**config.mk**
```make
export PLATFORM = sky130hd
export DESIGN_NAME = cordic_mul
export DESIGN_NICKNAME = d
export VERILOG_FILES = /design/src/rtl/cordic_mul.sv
export SDC_FILE = /design/constraint.sdc
export NUM_CORES = 1
export LEC_CHECK = 0
export ABC_AREA = 1
export CAP_MARGIN = 20
export CORE_AREA = 2 2 182 113
export DETAILED_ROUTE_END_ITERATION = 12
export DIE_AREA = 0 0 184 115
export PLACE_DENSITY_LB_ADDON = 0.15
export SETUP_SLACK_MARGIN = 0.15
export SYNTH_ARGS = -nofsm -noshare
export SYNTH_HDL_FRONTEND = slang
export SYNTH_SLANG_ARGS = --single-unit
export TNS_END_PERCENT = 30
```
**constraint.sdc**
```tcl
create_clock -name clk -period 10.5 [get_ports clk]
set_input_delay 1.05 -clock clk [delete_from_list [all_inputs] [get_ports clk]]
set_output_delay 1.05 -clock clk [all_outputs]
set_load 0.05 [all_outputs]
```
**src/rtl/cordic_mul.sv**
```systemverilog
// Bit-exact signed fixed-point multiplier built on linear-rotation CORDIC.
// One rotation per cycle, a residual correction step, then floor + saturate.
module cordic_mul #(
  parameter int WORD_LENGTH     = 16,
  parameter int FRACTION_LENGTH = 12
) (
  input  logic                   clk,
  input  logic                   reset,
  input  logic                   start,
  input  logic [WORD_LENGTH-1:0] multiplicand,
  input  logic [WORD_LENGTH-1:0] multiplier,
  output logic [WORD_LENGTH-1:0] product,
  output logic                   done,
  output logic                   busy,
  output logic                   Error
);

  localparam int N  = WORD_LENGTH;
  localparam int ZW = WORD_LENGTH + 2;
  localparam int YW = 2 * WORD_LENGTH + 2;
  localparam int KW = $clog2(N);

  localparam logic signed [YW-1:0] MAX_P = {{(YW-WORD_LENGTH+1){1'b0}}, {(WORD_LENGTH-1){1'b1}}};
  localparam logic signed [YW-1:0] MIN_N = {{(YW-WORD_LENGTH+1){1'b1}}, {(WORD_LENGTH-1){1'b0}}};

  typedef enum logic [1:0] {S_IDLE, S_ROTATE, S_CORRECT, S_DONE} state_t;

  state_t                        state_q, state_d;
  logic signed [WORD_LENGTH-1:0] x_q, x_d;
  logic signed [ZW-1:0]          z_q, z_d;
  logic signed [YW-1:0]          y_q, y_d;
  logic [KW-1:0]                 k_q, k_d;
  logic [WORD_LENGTH-1:0]        prod_q, prod_d;
  logic                          err_q, err_d;
  logic                          done_q, done_d;

  logic signed [YW-1:0]          x_ext;
  logic signed [YW-1:0]          s_k;
  logic signed [ZW-1:0]          w_k;
  logic [KW-1:0]                 shamt;

  // Returns {error, value}: floor by arithmetic shift, then clamp to the word range.
  function automatic logic [WORD_LENGTH:0] sat_floor(input logic signed [YW-1:0] y);
    logic signed [YW-1:0] t;
    t = y >>> FRACTION_LENGTH;
    if (t > MAX_P)      sat_floor = {1'b1, 1'b0, {(WORD_LENGTH-1){1'b1}}};
    else if (t < MIN_N) sat_floor = {1'b1, 1'b1, {(WORD_LENGTH-1){1'b0}}};
    else                sat_floor = {1'b0, t[WORD_LENGTH-1:0]};
  endfunction

  always_ff @(posedge clk or negedge reset) begin
    if (!reset) begin
      state_q <= S_IDLE;
      x_q     <= '0;
      z_q     <= '0;
      y_q     <= '0;
      k_q     <= '0;
      prod_q  <= '0;
      err_q   <= 1'b0;
      done_q  <= 1'b0;
    end else begin
      state_q <= state_d;
      x_q     <= x_d;
      z_q     <= z_d;
      y_q     <= y_d;
      k_q     <= k_d;
      prod_q  <= prod_d;
      err_q   <= err_d;
      done_q  <= done_d;
    end
  end

  // s_k = x * 2^(N-1-k); the Q-format shifts cancel, so it is a plain left shift.
  always_comb begin
    state_d = state_q;
    x_d     = x_q;
    z_d     = z_q;
    y_d     = y_q;
    k_d     = k_q;
    prod_d  = prod_q;
    err_d   = err_q;
    done_d  = 1'b0;
    x_ext   = {{(YW-WORD_LENGTH){x_q[WORD_LENGTH-1]}}, x_q};
    shamt   = KW'(N-1) - k_q;
    s_k     = x_ext <<< shamt;
    w_k     = ZW'(1) << shamt;

    unique case (state_q)
      S_IDLE: begin
        if (start) begin
          x_d     = multiplicand;
          z_d     = {{2{multiplier[WORD_LENGTH-1]}}, multiplier};
          y_d     = '0;
          k_d     = '0;
          state_d = S_ROTATE;
        end
      end
      S_ROTATE: begin
        if (!z_q[ZW-1]) begin
          y_d = y_q + s_k;
          z_d = z_q - w_k;
        end else begin
          y_d = y_q - s_k;
          z_d = z_q + w_k;
        end
        k_d = k_q + 1'b1;
        if (k_q == KW'(N-1)) state_d = S_CORRECT;
      end
      S_CORRECT: begin
        // Weights sum to 2^N-1, leaving a residual of -1, 0 or +1 LSB.
        if (z_q == ZW'(1))   y_d = y_q + x_ext;
        else if (z_q == '1)  y_d = y_q - x_ext;
        state_d = S_DONE;
      end
      S_DONE: begin
        {err_d, prod_d} = sat_floor(y_q);
        done_d  = 1'b1;
        state_d = S_IDLE;
      end
      default: state_d = S_IDLE;
    endcase
  end

  assign product = prod_q;
  assign Error   = err_q;
  assign done    = done_q;
  assign busy    = (state_q != S_IDLE);

endmodule

```
# Word-level counts from Yosys, hierarchy flattened
# Index checks and enable logic that the tools add are counted.
# Widths: inputs -> output; s select.
# word_totals
out_inout_bits	19
latchBits	0
romBits	0
n_memories	0
reg_bits	92
ram_bits	0
in_bits	35
# classes
div	0
n_reduce_logical	8
n_mul	0
eq_ne	9
add_sub_neg	8
n_bitwise	0
mux	16
magnitude_cmp	2
n_shift	2
# ops
cell	count
$mux 34	4
$pmux 34 s3	1
$mux 18	2
$pmux 18 s2	1
$add 34x16->34	1
$add 34x34->34	1
$mux 17	2
$sshl 16x4->34	1
$sub 34x16->34	1
$sub 34x34->34	1
$gt 22x16->1 const B	1
$lt 22x16->1 const B	1
$add 18x18->18	1
$eq 18x18->1 const B	1
$eq 18x2->1 const B	1
$shl 1x4->18 const A	1
$sub 18x18->18	1
$pmux 2 s4	1
$pmux 4 s2	1
$reduce_and 2->1	3
$add 4x1->4 const B	1
$eq 2x2->1 const B	2
$eq 4x4->1 const B	1
$mux 2	2
10 further kinds	12

# Depth between registers and ports, before layout
# Gate-level depths: netlist of run 1.
# logic_depth
word_depth	5
depth_mapped	39
ltp_nobuf	38

# Worst setup path after synthesis of run 1
# OpenSTA, ideal clock, no wires.
# synth_timing
kind	flip-flop to flip-flop
startpoint	reg k_q[2]
endpoint	reg y_q[33]
setup_slack_ns	6.180
t_arrival_ns	4.203
setup_ns	0.117
stages_incl_launch_ff	37
t_required_ns	10.383
path_cell_list	dfrtp_1 buf_4 nand2_2 inv_4 nand3_2 ha_1 nand2_1 nand2_1 inv_1 ha_1 nand3_1 nor2_1 nand3_1 nor2_2 nand2_2 nor2_4 nand3_2 nor2_4 nand2_2 nor2_4 nand2_1 xor2_1 o21ai_1 inv_1 ha_1 a21oi_1 nor2_1 o21ai_0 o211ai_1 nor2_1 nand3_1 xor2_1 inv_1 nand2_1 nand2_1 nand2_1 nand2_1
# synth_between
elab_chain_len	5
elab_cells_between_ends	6
cone_classes	add/sub (3); shift (1); mux (2)
# synth_lines
item	line	text
start: declaration	32	logic [KW-1:0] k_q, k_d;
start signal: assignment	66	k_q <= k_d;
$sub 4x4->4 *	84	shamt = KW'(N-1) - k_q;
$sshl 16x4->34 *	85	s_k = x_ext <<< shamt;
$add 34x34->34 / $sub 34x34->34 (equally long branches)	100, 103	
$mux 34 *	99	if (!z_q[ZW-1]) begin
$pmux 34 s3 *	88	unique case (state_q)
end signal: assignment	65	y_q <= y_d;
end: declaration	31	logic signed [YW-1:0] y_q, y_d;
# Every way passes the cells marked *; elsewhere a longest branch is shown, timed or not.
# A chain may end at the register's enable or synchronous reset.

# Final worst setup path of run 1
# layout_timing
startpoint	reg k_q[0]
endpoint	reg y_q[27]
# Same word-level chain as after synthesis.

==> out/results.txt, run 1 <==
Hold/Removal Path Class -> reg -> reg
Synth top area share -> 21.89%
RSZ-0062 raised after global routing -> false
Top post-synthesis cells by area -> dfrtp_1, nand2_1, ha_1
FF+latch count, synth -> 92
Num Clock Sinks -> 92
Synthesis Warnings -> 0
Total track usage -> 34.84%
Final min period -> 6477 ps
Dpl hpwl -> 28.92 mm
Ant diodes -> 0
Worst EP arrival -> 6720 ps
# H-tree levels -> 3
Hold endpoint -> product[13]
Complex-gate fraction of the synthesized area -> 16.42%
DR WL/cell -> 18.42 um
Reg2reg path depth -> 34
Yosys cell types -> 60
Most common library cells after synthesis -> nand2_1, nand3_1, inv_1
Post_cts resized -> 0
Crit share post-route -> 61.68%
# setup viols final -> 0
CP dominant cell by count -> nand2_1
Post-Syn Instances -> 1669
Final Hold Fails -> 0
Filler cell count -> 1944
Drt pass-1 iters -> 5
Post-Synth XOR/XNOR Area -> 4.736%
EDFF count, synth -> 0
Routed WL -> 35.94 mm
Placer Congestion -> 0.9935
Worst r2r src -> k_q[0]
Routed vias/inst -> 5.896
Area grow syn2layout -> 9.912%
FF/Latch Area -> 2302 sq um
Clock slew seen by the registers of the worst setup and hold paths -> 80 ps
Hold Crit Depth -> 2
Area occupied by multi-input gates -> 7371 sq um
Starting density of the core -> 53.87%
Max-slew violations -> 0
CTS tree -> built
Core box area -> 19520 sq um
Crit start category -> register
Crit path capture type -> register
Synthesized Nets -> 1773
Hold-fix buffers, CTS -> 0
Count leader, synth -> nand2_1
Sequential share of the synthesized area -> 21.89%
Adder-Cell Fraction of Synth Area -> 8.353%
Largest net degree at the start of global routing -> 63
TNS Setup -> 0 ps
Area leader, netlist -> dfrtp_1
Mean post-synth cell area -> 6.300 sq um
Simple-Gate Fraction of Synth Area -> 40.36%
Slew margin rel. -> 33.62%
Routed Antenna Nets -> 0
Max Cap Viol -> 0
Clock root cell -> clkbuf_16
# rows -> 40
Die span in y -> 115 um
Clock Skew -> 12.12 ps
Crit Path Category -> reg -> reg
Die Area -> 21160 sq um
Mapped cell area -> 10520 sq um
Status -> completed
Hold Startpoint -> product[13]
Number of setup buffers added after CTS -> 0
Reg2Reg Setup Slack -> 4020 ps
Worst r2r dst -> y_q[27]
Share of layout cells above drive strength 1 -> 8.476%
Grt ovf -> 0
Port bufs -> 53
DRC viols -> 0
Synth Flop Type -> dfrtp_1
Initial antenna violation count -> 0
1st-iter DRT viols -> 1532
Highest Clock Rate -> 154.4 MHz
Mux cell area share after synthesis -> 0.1904%
Max incr delay on CP -> 890 ps
First-pass GRT wire length -> 56.37 mm
Via count -> 11500
Largest family of logic cells by synthesized area -> simple AND/OR/NAND/NOR gates
Post-synth ARST share -> 100.0%
CP Max Fanout -> 24
Num CTS Buffers -> 9
IO Pins -> 54
CP required -> 10750 ps
CTS Buffer Depth -> 2
Number of global-route vias before repair -> 9968
Slowest cell on crit path -> dfrtp_1
Nets@finish -> 1798
Worst slew pin tran -> 994.6 ps
Die Width -> 184 um
Clk Latency, worst-skew pair -> 370 ps
==> layer usage <==
layer  vias to the layer above  wire length (um)  GRT usage, %
met4                         2               231         4.107
met5                         -                41         1.556
met1                      5288             18800         58.79
met2                       585             11970         40.86
met3                        21              4898         11.66
li1                       5607                 -             -
==> state kept, by name, indices dropped and copies added (netlist names) <==
| name | flops |
|---|---|
| state_q | 2 |
| z_q | 18 |
| product | 16 |
| y_q | 34 |
| Error | 1 |
| x_q | 16 |
| done | 1 |
| k_q | 4 |
==> cell type report <==
cell class / instances / share of cell area [%]
clock buffer: 10 / 1.981
inverter: 162 / 5.283
sequential: 92 / 19.92
clock inverter: 6 / 1.028
tap: 252 / 2.728
timing repair buffer: 64 / 5.283
multi-input combinational: 1365 / 63.78
==> worst max path at each step <==
stage	from	cells after the start	slack, ps	endpoint
floorplan	k_q[2]	36	6180	y_q[33]
global placement	k_q[0]	34	4560	y_q[27]
detailed placement	k_q[0]	34	4390	y_q[27]
CTS	k_q[0]	34	4340	y_q[27]
global route	k_q[0]	34	3540	y_q[27]
finish	k_q[0]	34	4020	y_q[27]
==> worst max-delay path, delay by kind of cell (launching register included) <==
kind,cells,cell delay (ps)
DFF,1,890
buffers and inverters,4,720
AOI/OAI and AO/OA,8,1570
adders and majority gates,3,750
and+or+nand+nor,19,2410
==> through the flow <==
| stage | setup WS (ps) | hold WS, ps | instances | util, % | instance area (sq um) |
|---|---|---|---|---|---|
| finish | 4023 | 476.5 | 1951 | 59.21 | 11560 |
| global route | 3539 | 497.4 | 1951 | 59.21 | 11560 |
| CTS | 4342 | 483.5 | 1951 | 59.21 | 11560 |
| detailed placement | 4385 | 465.1 | 1935 | 57.43 | 11210 |
| global placement | 4561 | 461.8 | 1934 | 57.39 | 11200 |
| floorplan | 6181 | 459.4 | 1669 | - | 10520 |
==> cell usage in the layout, fill, tap and decap left out, types with 4 or more instances in the layout <==
cell / n
o31ai_1: 4
clkdlybuf4s50_1: 52
a21oi_1: 108
nand2_4: 4
clkbuf_16: 9
nor2_4: 15
dfrtp_1: 92
nor2_1: 118
inv_1: 139
nand2_1: 504
inv_2: 16
clkinv_1: 6
o211ai_1: 14
a31oi_1: 16
a22oi_1: 4
nand3_2: 21
o21ai_0: 121
a21o_1: 4
nand4_1: 19
nor4_1: 9
nand2_2: 35
nor2_2: 8
ha_1: 67
or2_2: 5
o21ai_1: 11
buf_4: 12
o22ai_1: 8
xnor2_1: 17
xor2_1: 38
nor3_1: 28
nand3_1: 148
==> cells by family (layout without fill, tap and decap cells) <==
group | Yosys count | after routing
and+or+nand+nor | 927 | 927
DFF | 92 | 92
muxes | 2 | 2
AOI/OAI and AO/OA | 311 | 311
xor gates and xnor gates | 56 | 56
adders and majority gates | 69 | 69
buffers and inverters | 212 | 242
Power of run 1 is left out: the tool's default activity adds up to more than one toggle a clock period on the data nets, which glitch-free logic cannot reach.
==> run 2: changes to the inputs <==
- clock period: 10.5 -> 5.2 ns (I/O delays scaled with it)
==> run 2 against run 1 <==
  * Highest routed layer is now met4
  * Sequential share of layout area down 1.0 points
  * Non-clock buffer count up 34
  * Critical path depth up 3
  * First-iteration DRC count up 5.6%
  * Clock skew down 2.4 ps
  * Critical path type unchanged
  * Utilization up 3.4 points
  * Cell area up 5.7%
  * Register-to-register slack worse by 3700 ps
  * Count of clock-buffer cells in the layout up 1
==> out/results.txt, run 2 (synthesis gave the netlist of run 1 again) <==
Clk Latency, worst-skew pair -> 370 ps
Clock root cell -> clkbuf_16
Die Width -> 184 um
Max Cap Viol -> 0
# H-tree levels -> 3
Share of layout cells above drive strength 1 -> 14.60%
Number of global-route vias before repair -> 10120
Max reg flops -> 34
Routed Antenna Nets -> 0
Worst r2r src -> k_q[0]
Final Hold Fails -> 0
Worst slew pin tran -> 833.6 ps
# rows -> 40
IO Pins -> 54
Ant diodes -> 0
Die Area -> 21160 sq um
Via count -> 11800
Core box area -> 19520 sq um
DRC viols -> 0
Clock slew seen by the registers of the worst setup and hold paths -> 70 ps
Crit start category -> register
# setup viols final -> 0
Crit path capture type -> register
Grt ovf -> 0
Nets@finish -> 1832
DR WL/cell -> 18.36 um
1st-iter DRT viols -> 1618
Max incr delay on CP -> 440 ps
Routed WL -> 36.44 mm
Worst EP arrival -> 5110 ps
Status -> completed
CP dominant cell by count -> nand2_1
Hold-fix buffers, CTS -> 0
Largest net degree at the start of global routing -> 59
First-pass GRT wire length -> 57.54 mm
Area grow syn2layout -> 16.15%
Crit Path Category -> reg -> reg
CP required -> 5480 ps
RSZ-0062 raised after global routing -> true
Slew margin rel. -> 44.43%
Hold/Removal Path Class -> in -> async
Most frequent cells in the layout -> nand2_1, nand3_1, inv_1
Slowest cell on crit path -> dfrtp_2
Num CTS Buffers -> 9
CP Max Fanout -> 6
Clock Skew -> 9.727 ps
TNS Setup -> 0 ps
CTS Buffer Depth -> 2
Crit share post-route -> 92.84%
Worst r2r dst -> y_q[29]
Num Clock Sinks -> 92
Commonest non-fill, non-tap cell in the layout -> nand2_1
Dpl hpwl -> 29.00 mm
Starting density of the core -> 53.87%
Port bufs -> 53
Placer Congestion -> 1.014
Final min period -> 4828 ps
Fin util -> 62.57%
Max-slew violations -> 0
Top reg by flops -> y_q
Die span in y -> 115 um
Reg2Reg Setup Slack -> 370 ps
Highest Clock Rate -> 207.1 MHz
Total track usage -> 35.34%
Top Registers -> y_q (34), z_q (18)
CTS tree -> built
Initial antenna violation count -> 0
Reg2reg path depth -> 37
Routed vias/inst -> 5.943
Drt pass-1 iters -> 6
## run 2: cell count changes in the layout (fill, tap and decap cells not counted), sizes merged
cell | previous run | this run
buf | 12 | 46
bufinv | 3 | 0
clkbuf | 10 | 11
clkinv | 7 | 6
clkinvlp | 0 | 3
## run 2: area by class of cell
type                       instances  area, sq um
sequential                        92         2308
multi-input combinational       1365         7766
clock buffer                      11        252.7
inverter                         162        618.1
tap                              252        315.3
fill                            1857         7306
timing repair buffer              98        909.6
clock inverter                     5        42.54
## run 2: through the flow
step                      instance area, sq um  hold slack, ps  std cells  worst slack, ps
after global placement                   11330           462.0       1948            232.3
after floorplan                          10520           224.4       1669            880.5
final                                    12210           250.5       1985            372.1
after global routing                     12210           311.9       1985           -49.51
after detailed placement                 11330           465.1       1948            84.40
after CTS                                11640           275.4       1964            156.5
## run 2: how the worst max path moves through the flow
stage | start | endpoint | slack [ps]
after detailed placement | k_q[0] | y_q[27] | 80
after global routing | k_q[0] | y_q[27] | -50
after global placement | k_q[0] | y_q[27] | 230
after CTS | k_q[0] | y_q[27] | 160
after floorplan | k_q[2] | y_q[33] | 880
final | k_q[0] | y_q[29] | 370
## run 2: critical path: cells and delay by family, from the launching register on
kind,cells,cell delay (ps)
compound gates,9,1240
fa+ha+maj,3,670
buf+inv,6,700
flops,1,440
simple gates,19,1680
## run 2: per-layer routing
metal | GRT usage [%] | routed length (um) | vias up
met5 | 0 | 0 | -
met4 | 4.693 | 252 | 0
met3 | 12.77 | 5300 | 21
met2 | 40.73 | 12150 | 646
met1 | 59.56 | 18740 | 5451
li1 | - | - | 5679
## run 2: what timing repair did
action	4_1_cts	5_1_grt
gates cloned	0	0
pin swaps	0	35
buffers inserted	0	20
gates resized for setup	5	107
setup endpoints to repair	4	18
Power of run 2 is left out for the same reason.
